`src/rtl/layer_compositor.sv`:
```
// Priority-merges NUM_LAYERS sprite layers into one pixel and accumulates per-frame target/shot hits.
// Latency 2 clocks, full throughput; no backpressure, one pixel accepted every clock.
module layer_compositor #(
  parameter int                    NUM_LAYERS  = 8,
  parameter int                    DATA_W      = 6,
  parameter int                    IDX_W       = 3,
  parameter logic [DATA_W-1:0]     TRANSP_KEY  = 6'h3F,
  parameter logic [DATA_W-1:0]     BG_COLOR    = 6'h00,
  parameter logic [NUM_LAYERS-1:0] TARGET_MASK = 8'h0F,
  parameter logic [NUM_LAYERS-1:0] SHOT_MASK   = 8'hF0
) (
  input  logic                         clk,
  input  logic                         rst_n,
  input  logic                         pixel_valid,
  input  logic                         frame_start,
  input  logic [NUM_LAYERS-1:0]        layer_req,
  input  logic [NUM_LAYERS*DATA_W-1:0] layer_data,
  input  logic                         cfg_we,
  input  logic [NUM_LAYERS-1:0]        cfg_enable,
  output logic [DATA_W-1:0]            data,
  output logic                         draw,
  output logic [IDX_W-1:0]             winner,
  output logic [NUM_LAYERS-1:0]        hit_frame,
  output logic                         hit_stb
);

  logic [NUM_LAYERS-1:0]        enable;
  logic [NUM_LAYERS-1:0]        eff_in;
  logic [NUM_LAYERS-1:0]        s1_eff;
  logic [NUM_LAYERS*DATA_W-1:0] s1_data;
  logic                         s1_vld;
  logic                         s1_fs;
  logic [NUM_LAYERS-1:0]        accum;
  logic [NUM_LAYERS-1:0]        coll_now;
  logic                         win_found;
  logic [IDX_W-1:0]             win_idx;
  logic [DATA_W-1:0]            win_col;

  always_ff @(posedge clk or negedge rst_n) begin
    if (!rst_n) begin
      enable <= '1;
    end else if (cfg_we) begin
      enable <= cfg_enable;
    end
  end

  always_comb begin
    eff_in = '0;
    for (int i = 0; i < NUM_LAYERS; i++) begin
      eff_in[i] = layer_req[i] & enable[i] & pixel_valid &
                  (layer_data[i*DATA_W +: DATA_W] != TRANSP_KEY);
    end
  end

  always_ff @(posedge clk or negedge rst_n) begin
    if (!rst_n) begin
      s1_eff  <= '0;
      s1_data <= '0;
      s1_vld  <= 1'b0;
      s1_fs   <= 1'b0;
    end else begin
      s1_eff  <= eff_in;
      s1_data <= layer_data;
      s1_vld  <= pixel_valid;
      s1_fs   <= frame_start;
    end
  end

  // A layer present in both masks must not hit itself: it needs another shot layer active.
  always_comb begin
    logic [NUM_LAYERS-1:0] other_shots;
    coll_now = '0;
    for (int i = 0; i < NUM_LAYERS; i++) begin
      other_shots    = s1_eff & SHOT_MASK;
      other_shots[i] = 1'b0;
      coll_now[i]    = s1_eff[i] & TARGET_MASK[i] & (|other_shots);
    end
  end

  // Scan from lowest priority upward so the lowest set index overwrites last.
  always_comb begin
    win_found = 1'b0;
    win_idx   = '0;
    win_col   = BG_COLOR;
    for (int i = NUM_LAYERS - 1; i >= 0; i--) begin
      if (s1_eff[i]) begin
        win_found = 1'b1;
        win_idx   = IDX_W'(i);
        win_col   = s1_data[i*DATA_W +: DATA_W];
      end
    end
  end

  always_ff @(posedge clk or negedge rst_n) begin
    if (!rst_n) begin
      data   <= BG_COLOR;
      draw   <= 1'b0;
      winner <= '0;
    end else if (win_found && s1_vld) begin
      data   <= win_col;
      draw   <= 1'b1;
      winner <= win_idx;
    end else begin
      data   <= BG_COLOR;
      draw   <= 1'b0;
      winner <= '0;
    end
  end

  // The frame_start pixel itself belongs to the new frame, so it seeds the accumulator.
  always_ff @(posedge clk or negedge rst_n) begin
    if (!rst_n) begin
      accum     <= '0;
      hit_frame <= '0;
      hit_stb   <= 1'b0;
    end else if (s1_fs) begin
      hit_frame <= accum;
      accum     <= coll_now;
      hit_stb   <= 1'b1;
    end else begin
      accum     <= accum | coll_now;
      hit_stb   <= 1'b0;
    end
  end

endmodule

```
`config.mk`:
```
export PLATFORM = sky130hd
export DESIGN_NAME = layer_compositor
export DESIGN_NICKNAME = d
export VERILOG_FILES = /design/src/rtl/layer_compositor.sv
export SDC_FILE = /design/constraint.sdc
export NUM_CORES = 1
export LEC_CHECK = 0
export ABC_AREA = 1
export CORE_MARGIN = 2
export CORE_UTILIZATION = 45
export CTS_BUF_LIST = sky130_fd_sc_hd__clkbuf_2
export DETAILED_ROUTE_END_ITERATION = 7
export PLACE_DENSITY = 0.84
export SLEW_MARGIN = 20
export SYNTH_ARGS = -nofsm -noshare
export SYNTH_HDL_FRONTEND = slang
export SYNTH_SLANG_ARGS = --single-unit
```
`constraint.sdc`:
```
create_clock -name clk -period 1.2 [get_ports clk]
set_input_delay 0.18 -clock clk [delete_from_list [all_inputs] [get_ports clk]]
set_output_delay 0.18 -clock clk [all_outputs]
set_load 0.1 [all_outputs]
```
==> impl_summary.log, run 1 <==
[metrics] final antenna diode count: 0
[metrics] arrival time of data at the critical path endpoint: 1160 ps
[metrics] number of global-route vias before repair: 2532
[metrics] number of synthesized register bits: 85
[metrics] Die X-Extent: between 80 and 90 um
[metrics] capturing element type of the critical path: output port
[metrics] post-synth top area share: 0.599
[metrics] endpoints failing hold: 0
[metrics] library cells used by synthesis: 24
[metrics] average footprint of a synthesized cell: approximately 11 sq um
[metrics] clock group share of total power: 0.282
[metrics] number of cells traversed by the worst hold path: 1
[metrics] kind of launch point of the worst setup path: flop
[metrics] Worst Hold Path EP: s1_data[11]$_DFF_PN0_
[metrics] Placer Congestion: 0.888
[metrics] share of cells above drive strength 1: 0.292
[metrics] total area of multi-input combinational cells: 1060 sq um
[metrics] power share of the combinational group: 0.231
[metrics] number of clock sinks seen by CTS: 85
[metrics] Worst Setup Path Type: reg -> out
[metrics] FF-to-FF Start: s1_eff[7]$_DFF_PN0_
[metrics] length of routed met2 wiring: around 4000 um
[metrics] count of fill cells added during filler insertion: around 450
[metrics] antenna-violating nets left: 0
[metrics] latest clock arrival within the worst-skew pair: 530 ps
[metrics] share of async-settable or async-resettable flops after synthesis: 1.00
[metrics] total global routing track utilization: 0.207
[metrics] most common flop cell mapped by yosys: sky130_fd_sc_hd__dfrtp_1
[metrics] worst supply voltage drop on vdd: 0.706 mV
[metrics] length of routed wiring on met1: a little over 3000 um
[metrics] result of the run: finished with violations
[metrics] pin count of the biggest net entering global routing: 33
[metrics] number of DRC markers in iteration 0: about 140
[metrics] I/O pin cnt: 88
[metrics] Sw Pwr: just under 2000 uW
[metrics] type of the most critical hold path: in -> reg
[metrics] core region area: 6870 sq um
[metrics] WP data required: between 1000 and 1500 ps
[metrics] starting density of the core: 0.468
[metrics] TritonCTS clock tree: done
[metrics] number of antenna violations at the first check in global routing: 0
[metrics] leading cell type by number of instances after synthesis: sky130_fd_sc_hd__dfrtp_1
[metrics] peak per-stage delay on the critical path: roughly 460 ps
[metrics] number of buffers inserted during clock tree synthesis: 9
[metrics] fraction of power consumed by sequential logic: 0.487
[metrics] Vias/cell: between 4 and 5
[metrics] Post-layout nets: about 480
[metrics] cell types occupying the most area after synthesis: sky130_fd_sc_hd__dfrtp_1 (60%), sky130_fd_sc_hd__dfstp_2 (6.5%), sky130_fd_sc_hd__nand2_1 (6.4%), sky130_fd_sc_hd__nor2_1 (4.4%), sky130_fd_sc_hd__a21oi_1 (3.4%)
[metrics] Final setup violation count: 18
[metrics] count of pins over their slew limit: 0
[metrics] reg-to-reg critical path endpoint: winner[1]$_DFF_PN0_
[metrics] flop2flop setup slack: -60 ps
[metrics] chip height: about 89 um
[metrics] Post-Place Cells: 483
[metrics] Power Density: ~1400 nW/um^2
[metrics] Post-synth EDFFs: 0
[metrics] worst hold path startpoint: layer_data[11]
[metrics] Worst Reg2Reg Path Length in Cells: 6
[metrics] synthesized area: 3210 sq um
[metrics] number of maximum-capacitance violations: 0
[metrics] violations in the final reports: setup timing
[metrics] register area share after synthesis: 0.665
[metrics] number of buffers on the longest clock path: 2
[metrics] area used by sequential logic in the layout: ~2100 sq um
[metrics] Worst Path Buf+Inv: 1
[metrics] HPWL Detailed: around 5600 um
[metrics] CTS root buf: sky130_fd_sc_hd__clkbuf_2
[metrics] non-filler cells in the finished layout: roughly 510
[metrics] worst-path cell chain: buf_12
[metrics] top fanout value on the critical path: 1
[metrics] crit path setup slack, layout: -138 ps
[metrics] Die Outline Area: between 7000 and 8000 sq um
[metrics] final routed DRC violation total: 0
[metrics] Post-synth top cells: sky130_fd_sc_hd__dfrtp_1 (77), sky130_fd_sc_hd__nand2_1 (55), sky130_fd_sc_hd__nor2_1 (38), sky130_fd_sc_hd__a21oi_1 (22), sky130_fd_sc_hd__nand3_1 (21)
[metrics] switching share of power: 0.296
[metrics] highest attainable clock frequency: between 0.7 and 0.8 GHz
[metrics] number of H-tree branching levels: 3
[metrics] Crit path max-delay family: flip-flops
[metrics] I/O Buffers: 83
[metrics] post-layout util: 0.699
[metrics] Fin Clk Skew: 23.8 ps
[metrics] library cell contributing the largest single delay on the critical path: sky130_fd_sc_hd__dfrtp_1
[metrics] average detailed-routed wire length per instance: approximately 15 um
[metrics] floorplan row count: 30
[metrics] Internal Power: roughly 4600 uW
[metrics] detailed-routing iteration count for the pre-antenna-repair pass: 4
[metrics] uppermost signal routing layer after detailed routing: met4
[metrics] synth-to-layout area growth: 49.3%
[metrics] fraction of the cycle the final worst path needs: 1.12
[metrics] Synthesis Warnings: 0
[metrics] Final min period: 1340 ps
[metrics] RSZ-0062 raised after global routing: true
[metrics] Clock transition at path regs: between 200 and 250 ps
[metrics] worst hold slack: 74.4 ps
[metrics] largest area contributor in the synthesized netlist: sky130_fd_sc_hd__dfrtp_1
[metrics] met3 routed WL: approximately 350 um
[metrics] first-pass GRT wire length: 12000 um
[metrics] cells after synthesis: between 200 and 300
[metrics] via count of the routed design: between 2000 and 2500
[metrics] Leak: approximately 0.0022 uW
[metrics] aggregate global routing overflow: 0
[metrics] wire length after detailed routing: 7590 um
[layout by cell type (no fill, tap or decap), types with 8 or more instances in the layout]
cell | Yosys | layout
sky130_fd_sc_hd__dfrtp_1 | 77 | 75
sky130_fd_sc_hd__clkdlybuf4s50_1 | 0 | 67
sky130_fd_sc_hd__nand2_1 | 55 | 52
sky130_fd_sc_hd__nor2_1 | 38 | 37
sky130_fd_sc_hd__buf_12 | 0 | 19
sky130_fd_sc_hd__buf_4 | 5 | 16
sky130_fd_sc_hd__nand3_1 | 21 | 14
sky130_fd_sc_hd__inv_1 | 16 | 13
sky130_fd_sc_hd__a21oi_1 | 22 | 10
sky130_fd_sc_hd__a21oi_2 | 0 | 10
sky130_fd_sc_hd__clkbuf_2 | 0 | 10
sky130_fd_sc_hd__a31oi_1 | 9 | 9
sky130_fd_sc_hd__mux2_2 | 8 | 8
sky130_fd_sc_hd__dfstp_2 | 8 | 8
[cell families (layout without fill, tap and decap cells)]
group | Yosys count | after routing | synth area share
AND/OR/NAND/NOR | 129 | 129 | 0.182
flip-flops | 85 | 85 | 0.665
AO/OA/AOI/OAI | 42 | 42 | 0.0705
other | 1 | 4 | 0.00117
buffers and inverters | 31 | 143 | 0.0533
multiplexers | 8 | 8 | 0.0280
[area by class of cell]
class,instances,area share
flip-flops and latches,85,0.446
repair buffers,107,0.255
multi-input cells,183,0.221
well taps,96,0.0250
clock inverters,6,0.0232
inverters,20,0.0198
clock buffers,10,0.0104
[state kept, by name (all words and copies together), names as in the netlist]
signal / count
s1_vld: 1
enable: 8
draw: 1
hit_frame: 4
accum: 4
s1_eff: 8
data: 6
s1_fs: 1
hit_stb: 1
s1_data: 48
winner: 3
[routing by layer]
layer	track usage	vias up
met5	0	-
met4	0.0964	0
met3	0.0336	14
met2	0.361	80
met1	0.252	1198
li1	-	1177
[through the flow]
step           instance area (sq um)  setup slack [ps]  TNS (ps)  total power, uW
2_1_floorplan                   3230              27.6         0             3940
3_3_place_gp                    4400             -16.4      -134             4590
3_5_place_dp                    4400             -98.1      -906             4630
4_1_cts                         4660              -159     -2160             6510
5_1_grt                         4800              -206     -3430             6830
6_report                        4800              -138     -1930             6570
[worst max path at each step]
stage	slack, ps	endpoint	startpoint	cells after the start
after detailed placement	-100	data[4]$_DFF_PN0_	s1_eff[6]$_DFF_PN0_	7
after global routing	-210	hit_frame[0]	hit_frame[0]$_DFFE_PN0P_	1
after global placement	-20	enable[6]$_DFFE_PN1P_	cfg_we	3
after CTS	-160	data[4]	data[4]$_DFF_PN0_	1
final	-140	data[4]	data[4]$_DFF_PN0_	1
after floorplan	30	hit_frame[0]$_DFFE_PN0P_	hit_frame[0]$_DFFE_PN0P_	2
[what timing repair did]
| action | in CTS | in global routing |
|---|---|---|
| pin swaps | 2 | 6 |
| setup endpoints to repair | 24 | 29 |
| setup buffers | 3 | 3 |
| endpoints found under the hold margin | 85 | 0 |
| hold buffers | 2 | 0 |
| resized for setup | 18 | 25 |
[power groups by stage]
| stage | combinational [uW] | clock (uW) | sequential (uW) |
|---|---|---|---|
| floorplan | 403 | 0 | 3540 |
| finish | 1510 | 1850 | 3200 |
| detailed placement | 1390 | 0 | 3240 |
| CTS | 1440 | 1870 | 3190 |
| global route | 1610 | 2000 | 3220 |
| global placement | 1360 | 0 | 3230 |
No activity file was read; power rests on OpenSTA's default activity.
==> inputs of run 2 (changes only) <==
CAP_MARGIN = 15   (was not set)
==> results of run 2 <==
Final layout, timing and power as in run 1 (identical DEF).
